--- src/rtl/mips_rtype_seq.sv ---
// mips_rtype_seq: multi-cycle R-type execution sequencer driving a
// two-read/one-write register file as its initiator.
//
// Handshake: an instruction transfers on a rising edge where Instr_Valid
// and Instr_Ready are both high. Instr_Ready is high only in IDLE while
// Reset is low. Valid is not required to be held and is ignored outside
// IDLE (no queuing).
//
// Ports:
//   Clk, Reset        clock, synchronous active-high reset
//   Instr/_Valid/_Ready  instruction input handshake
//   R_Addr_C/R_Addr_B out  read addresses (rs, rt) from latched instruction
//   R_Data_C/R_Data_B in   combinational read data
//   W_Addr/W_Data/Write_Reg  write port (rd, Result, one-cycle enable)
//   Result, ZF, OF, Err    registered result and flags, held until next EXEC
//   Done                   one-cycle completion pulse in WB
//
// Sequence: IDLE -> READ (operands captured) -> EXEC (result registered)
//           -> WB (write + done) -> IDLE. The FSM state is held in state_q.
module mips_rtype_seq (
  input  logic        Clk,
  input  logic        Reset,
  input  logic [31:0] Instr,
  input  logic        Instr_Valid,
  output logic        Instr_Ready,
  output logic [4:0]  R_Addr_C,
  output logic [4:0]  R_Addr_B,
  input  logic [31:0] R_Data_C,
  input  logic [31:0] R_Data_B,
  output logic [4:0]  W_Addr,
  output logic [31:0] W_Data,
  output logic        Write_Reg,
  output logic [31:0] Result,
  output logic        ZF,
  output logic        OF,
  output logic        Err,
  output logic        Done
);

  typedef enum logic [1:0] {
    S_IDLE = 2'd0,
    S_READ = 2'd1,
    S_EXEC = 2'd2,
    S_WB   = 2'd3
  } state_t;

  state_t      state_q, state_d;
  logic [31:0] instr_q, instr_d;
  logic [31:0] a_q, a_d;
  logic [31:0] b_q, b_d;
  logic [31:0] result_q, result_d;
  logic        zf_q, zf_d;
  logic        of_q, of_d;
  logic        err_q, err_d;

  // Instruction fields
  logic [5:0] op, funct;
  logic [4:0] rs, rt, rd, shamt;

  assign op    = instr_q[31:26];
  assign rs    = instr_q[25:21];
  assign rt    = instr_q[20:16];
  assign rd    = instr_q[15:11];
  assign shamt = instr_q[10:6];
  assign funct = instr_q[5:0];

  // ALU, evaluated from the captured operands
  logic [31:0] sum, diff, alu_res;
  logic        alu_of, alu_err;

  assign sum  = a_q + b_q;
  assign diff = a_q - b_q;

  always_comb begin
    alu_res = 32'd0;
    alu_of  = 1'b0;
    alu_err = 1'b0;
    if (op != 6'h00) begin
      alu_err = 1'b1;
    end else begin
      case (funct)
        6'h20: begin
          alu_res = sum;
          alu_of  = (a_q[31] == b_q[31]) && (sum[31] != a_q[31]);
        end
        6'h21: alu_res = sum;
        6'h22: begin
          alu_res = diff;
          alu_of  = (a_q[31] != b_q[31]) && (diff[31] != a_q[31]);
        end
        6'h23: alu_res = diff;
        6'h24: alu_res = a_q & b_q;
        6'h25: alu_res = a_q | b_q;
        6'h26: alu_res = a_q ^ b_q;
        6'h27: alu_res = ~(a_q | b_q);
        6'h2A: alu_res = {31'd0, ($signed(a_q) < $signed(b_q))};
        6'h2B: alu_res = {31'd0, (a_q < b_q)};
        6'h00: alu_res = b_q << shamt;
        6'h02: alu_res = b_q >> shamt;
        6'h03: alu_res = $signed(b_q) >>> shamt;
        default: alu_err = 1'b1;
      endcase
    end
  end

  // Next-state and capture logic
  always_comb begin
    state_d  = state_q;
    instr_d  = instr_q;
    a_d      = a_q;
    b_d      = b_q;
    result_d = result_q;
    zf_d     = zf_q;
    of_d     = of_q;
    err_d    = err_q;
    case (state_q)
      S_IDLE: begin
        if (Instr_Valid) begin
          instr_d = Instr;
          state_d = S_READ;
        end
      end
      S_READ: begin
        a_d     = R_Data_C;
        b_d     = R_Data_B;
        state_d = S_EXEC;
      end
      S_EXEC: begin
        result_d = alu_res;
        zf_d     = (alu_res == 32'd0);
        of_d     = alu_of;
        err_d    = alu_err;
        state_d  = S_WB;
      end
      S_WB: state_d = S_IDLE;
      default: state_d = S_IDLE;
    endcase
  end

  always_ff @(posedge Clk) begin
    if (Reset) begin
      state_q  <= S_IDLE;
      instr_q  <= 32'd0;
      a_q      <= 32'd0;
      b_q      <= 32'd0;
      result_q <= 32'd0;
      zf_q     <= 1'b0;
      of_q     <= 1'b0;
      err_q    <= 1'b0;
    end else begin
      state_q  <= state_d;
      instr_q  <= instr_d;
      a_q      <= a_d;
      b_q      <= b_d;
      result_q <= result_d;
      zf_q     <= zf_d;
      of_q     <= of_d;
      err_q    <= err_d;
    end
  end

  assign Instr_Ready = (state_q == S_IDLE) && !Reset;
  assign R_Addr_C    = rs;
  assign R_Addr_B    = rt;
  assign W_Addr      = rd;
  assign W_Data      = result_q;
  assign Result      = result_q;
  assign ZF          = zf_q;
  assign OF          = of_q;
  assign Err         = err_q;
  // Overflowing or failed results and writes to r0 are suppressed
  assign Write_Reg   = (state_q == S_WB) && !err_q && !of_q && (rd != 5'd0);
  assign Done        = (state_q == S_WB);

endmodule

--- config.mk ---
export PLATFORM = sky130hd
export DESIGN_NAME = mips_rtype_seq
export DESIGN_NICKNAME = d
export VERILOG_FILES = /design/src/rtl/mips_rtype_seq.sv
export SDC_FILE = /design/constraint.sdc
export NUM_CORES = 1
export LEC_CHECK = 0
export ABC_AREA = 1
export BUFFER_PORTS_ARGS = -buffer_cell sky130_fd_sc_hd__buf_2
export CORE_MARGIN = 10
export CORE_UTILIZATION = 25
export DETAILED_ROUTE_END_ITERATION = 7
export GPL_TIMING_DRIVEN = 0
export MAX_ROUTING_LAYER = met4
export RECOVER_POWER = 25
export SLEW_MARGIN = 20
export SYNTH_ARGS = -nofsm -noshare
export SYNTH_HDL_FRONTEND = slang
export SYNTH_SLANG_ARGS = --single-unit
--- constraint.sdc ---
create_clock -name Clk -period 3.3 [get_ports Clk]
set_clock_uncertainty 0.2 [all_clocks]
set_input_delay 0 -clock Clk [delete_from_list [all_inputs] [get_ports Clk]]
set_output_delay 0 -clock Clk [all_outputs]
set_load 0.005 [all_outputs]
==> flow_summary.yaml <==
worst_setup_path:
  reg2reg_to: "ZF"
  r2r-start: "instr_q[1]"
  arrival_ns: 3.42
  critPathLaunch: "instr_q[1]"
  worstRegToRegCells: 16
  rrSetupSlack_ns: 0.04
  start_kind: "flip-flop"
  crit_type: "flip-flop to flip-flop"
  crit_path_max_fanout: 10
  crit_required_ns: 3.46
  worst_setup_path_end_kind: "flip-flop"
floorplanning:
  initial_core_util: 0.252
  dieArea_sq_um: 73600
  io_pins: 184
  placementRows: 92
  coreArea_sq_um: 62700
  die_h_microns: 271
  die_w_microns: 271
power_and_ir_drop:
  p_int_mw: 7.91
  seqPwrFrac: 0.146
  combPwrFrac: 0.756
  clkPwrFrac: 0.097
  power_mw: 20.3
  power_density_nw_per_um2: 1010
  irDropWorstVdd_v: 0.000395
  p_leak_nw: 9.94
  switching_share: 0.611
  switchingPower_mw: 12.4
placement:
  dpl_cell_area_sq_um: 17800
  place.gp.congestion: 1.07
  io_buffers: 183
  dp_hpwl_microns: 76400
cells_and_area:
  multi_input_area_sq_um: 11400
  final_cell_mix: "nand2_1, nand3_1, inv_1, nor2_1, buf_2"
  fin_area_sq_um: 20100
  fillers: 7163
  nNetsFinal: 3357
  area_growth_pct: 27.5
  layout_commonest_cell: "nand2_1"
  drive_above_1_share: 0.173
  regArea_sq_um: 2760
hold_path:
  min_to: "a_q[1]"
  hp-start: "R_Data_C[1]"
  worstHoldPathType: "primary input to flip-flop"
  hold-path-cell-count: 4
synth:
  synth_flop_cell: "dfxtp_1"
  synth_top_area_cell: "nand2_1"
  syn_inst: 2831
  ys_seq_elements: 133
  syn-cell-area_sq_um: 15800
  avgSynthCellArea_sq_um: 5.58
  synthTopCellsByArea: "nand2_1, dfxtp_1, nand3_1"
  yosysWarnings: 0
  mappedNetlistNets: 3040
  async_flop_share: 0
  yosysSeqAreaShare: 0.169
  synth.distinct_cells: 48
  synth_edf_count: 0
  yosys.area.top_type_share: 0.190
clock_network:
  cts_buffer_depth: 2
  cts_max_level: 4
  numCtsBuffers: 17
  insertion_delay_ns: 0.48
  clock_sinks: 133
  clk_pin_slew_ns: 0.07
  cts-root-buf: "clkbuf_16"
  tritoncts: "built"
route:
  drcViolationCount: 0
  routed_wl_microns: 93700
  via_per_inst: 5.17
  drt_first_pass_iters: 6
  vias: 20700
  wire_per_inst_microns: 23.4
  drt_iter0_markers: 2545
  ant_nets: 0
sta:
  maxSlewViolCount: 0
  fin_setup_tns_ns: 0
  max_freq_ghz: 0.307
  finalHoldViolCount: 0
  worst_pin_slew_ns: 0.963
  slew_headroom: 0.358
  hold_ws_ns: 0.133
  final_min_period_over_clock_period: 0.988
  setup_viol: 0
  fin_crit_ns: 3.26
global_route:
  grt_antenna_before_repair: 8
  grt_pass1_wl_microns: 133000
  grt_max_degree: 17
  grt_overflow: 0
  grt_usage: 0.250
  grt_pass1_vias: 19400
flow_run:
  maxCapViolCount: 0
run_status:
  run_status: "complete, no violations"
state kept, by name (all words and copies together), names as in the netlist:
signal / flops
OF: 1
instr_q: 32
ZF: 1
a_q: 32
state_q: 2
b_q: 32
Result: 32
Err: 1
per-stage QoR:
step / util / setup WS, ns / cells
2_1_floorplan: - / 0.773 / 2831
3_3_place_gp: 0.283 / -0.592 / 3860
3_5_place_dp: 0.283 / -0.581 / 3860
4_1_cts: 0.313 / 0.00106 / 3994
5_1_grt: 0.321 / -0.0384 / 4009
6_report: 0.321 / 0.0393 / 4010
cell families after synthesis:
logic type / after synthesis / synth area share
xor+xnor: 3 / 0.00166
flops: 133 / 0.169
fa+ha+maj: 110 / 0.0881
buf+inv: 508 / 0.146
simple gates: 1678 / 0.462
compound gates: 399 / 0.133
layer usage:
metal	GRT usage	vias up	wire, microns
met5	-	-	0
met4	0.0906	0	3540
met2	0.389	1031	41900
li1	-	9781	-
met1	0.314	9770	38800
met3	0.0558	167	9410
synth_stat cells (2+ instances only):
library cell	number
a21o_1	2
a21oi_1	170
a21oi_2	2
and2_1	5
and3_1	3
buf_1	4
buf_2	54
buf_4	65
buf_6	9
clkbuf_1	58
dfxtp_1	133
fa_1	2
ha_1	108
inv_1	305
inv_2	8
inv_4	2
nand2_1	801
nand2_2	16
nand2_4	6
nand3_1	475
nand3_2	9
nand3b_1	8
nand4_1	40
nor2_1	269
nor2_2	8
nor2_4	4
nor3_1	24
nor3b_1	3
nor4_1	2
o211ai_1	13
o21ai_0	176
o21ai_1	12
o21bai_1	10
o221ai_1	2
o22ai_1	7
or2_2	2
xor2_1	3
power by group through the flow:
stage	sequential (mW)	clock (mW)	combinational, mW
6_report	2.98	1.98	15.4
2_1_floorplan	2.62	0	8.89
3_3_place_gp	2.97	0	13.9
4_1_cts	2.98	2.00	14.2
3_5_place_dp	2.97	0	13.7
5_1_grt	3.04	2.07	16.6
worst max path at each step:
stage | end | slack (ns) | cells past startpoint
6_report | ZF | 0.04 | 16
5_1_grt | ZF | -0.04 | 19
4_1_cts | ZF | 0.001 | 15
3_5_place_dp | ZF | -0.58 | 14
3_3_place_gp | ZF | -0.59 | 14
2_1_floorplan | ZF | 0.77 | 22
cell type report:
class | count | area share
multi-input combinational | 2190 | 0.564
sequential | 133 | 0.137
timing repair buffer | 298 | 0.0986
inverter | 317 | 0.0598
buffer | 191 | 0.0579
tap | 846 | 0.0526
clock buffer | 20 | 0.0232
clock inverter | 12 | 0.00591
antenna | 3 | 0.000373
what timing repair did:
item	CTS	global route
setup buffers	1	13
setup endpoints to repair	4	1
endpoints found under the hold margin	101	0
gates resized for setup	97	152
pin swaps	3	18
hold buffers	101	0
worst max-delay path, cell delays in order (launching register included):
cell and delay, ns:
dfxtp_1 0.46, inv_2 0.15, nor2_4 0.20, inv_4 0.08
nor2_2 0.36, buf_2 0.45, nand2_1 0.09, nand4_1 0.31
nor2_1 0.07, nand3_1 0.07, nor2_1 0.10, nand3_1 0.19
o21ai_1 0.10, nand3_1 0.09, nor2_1 0.05, nand2_1 0.09
a21oi_2 0.05
Power figures use the tool's default switching activity.
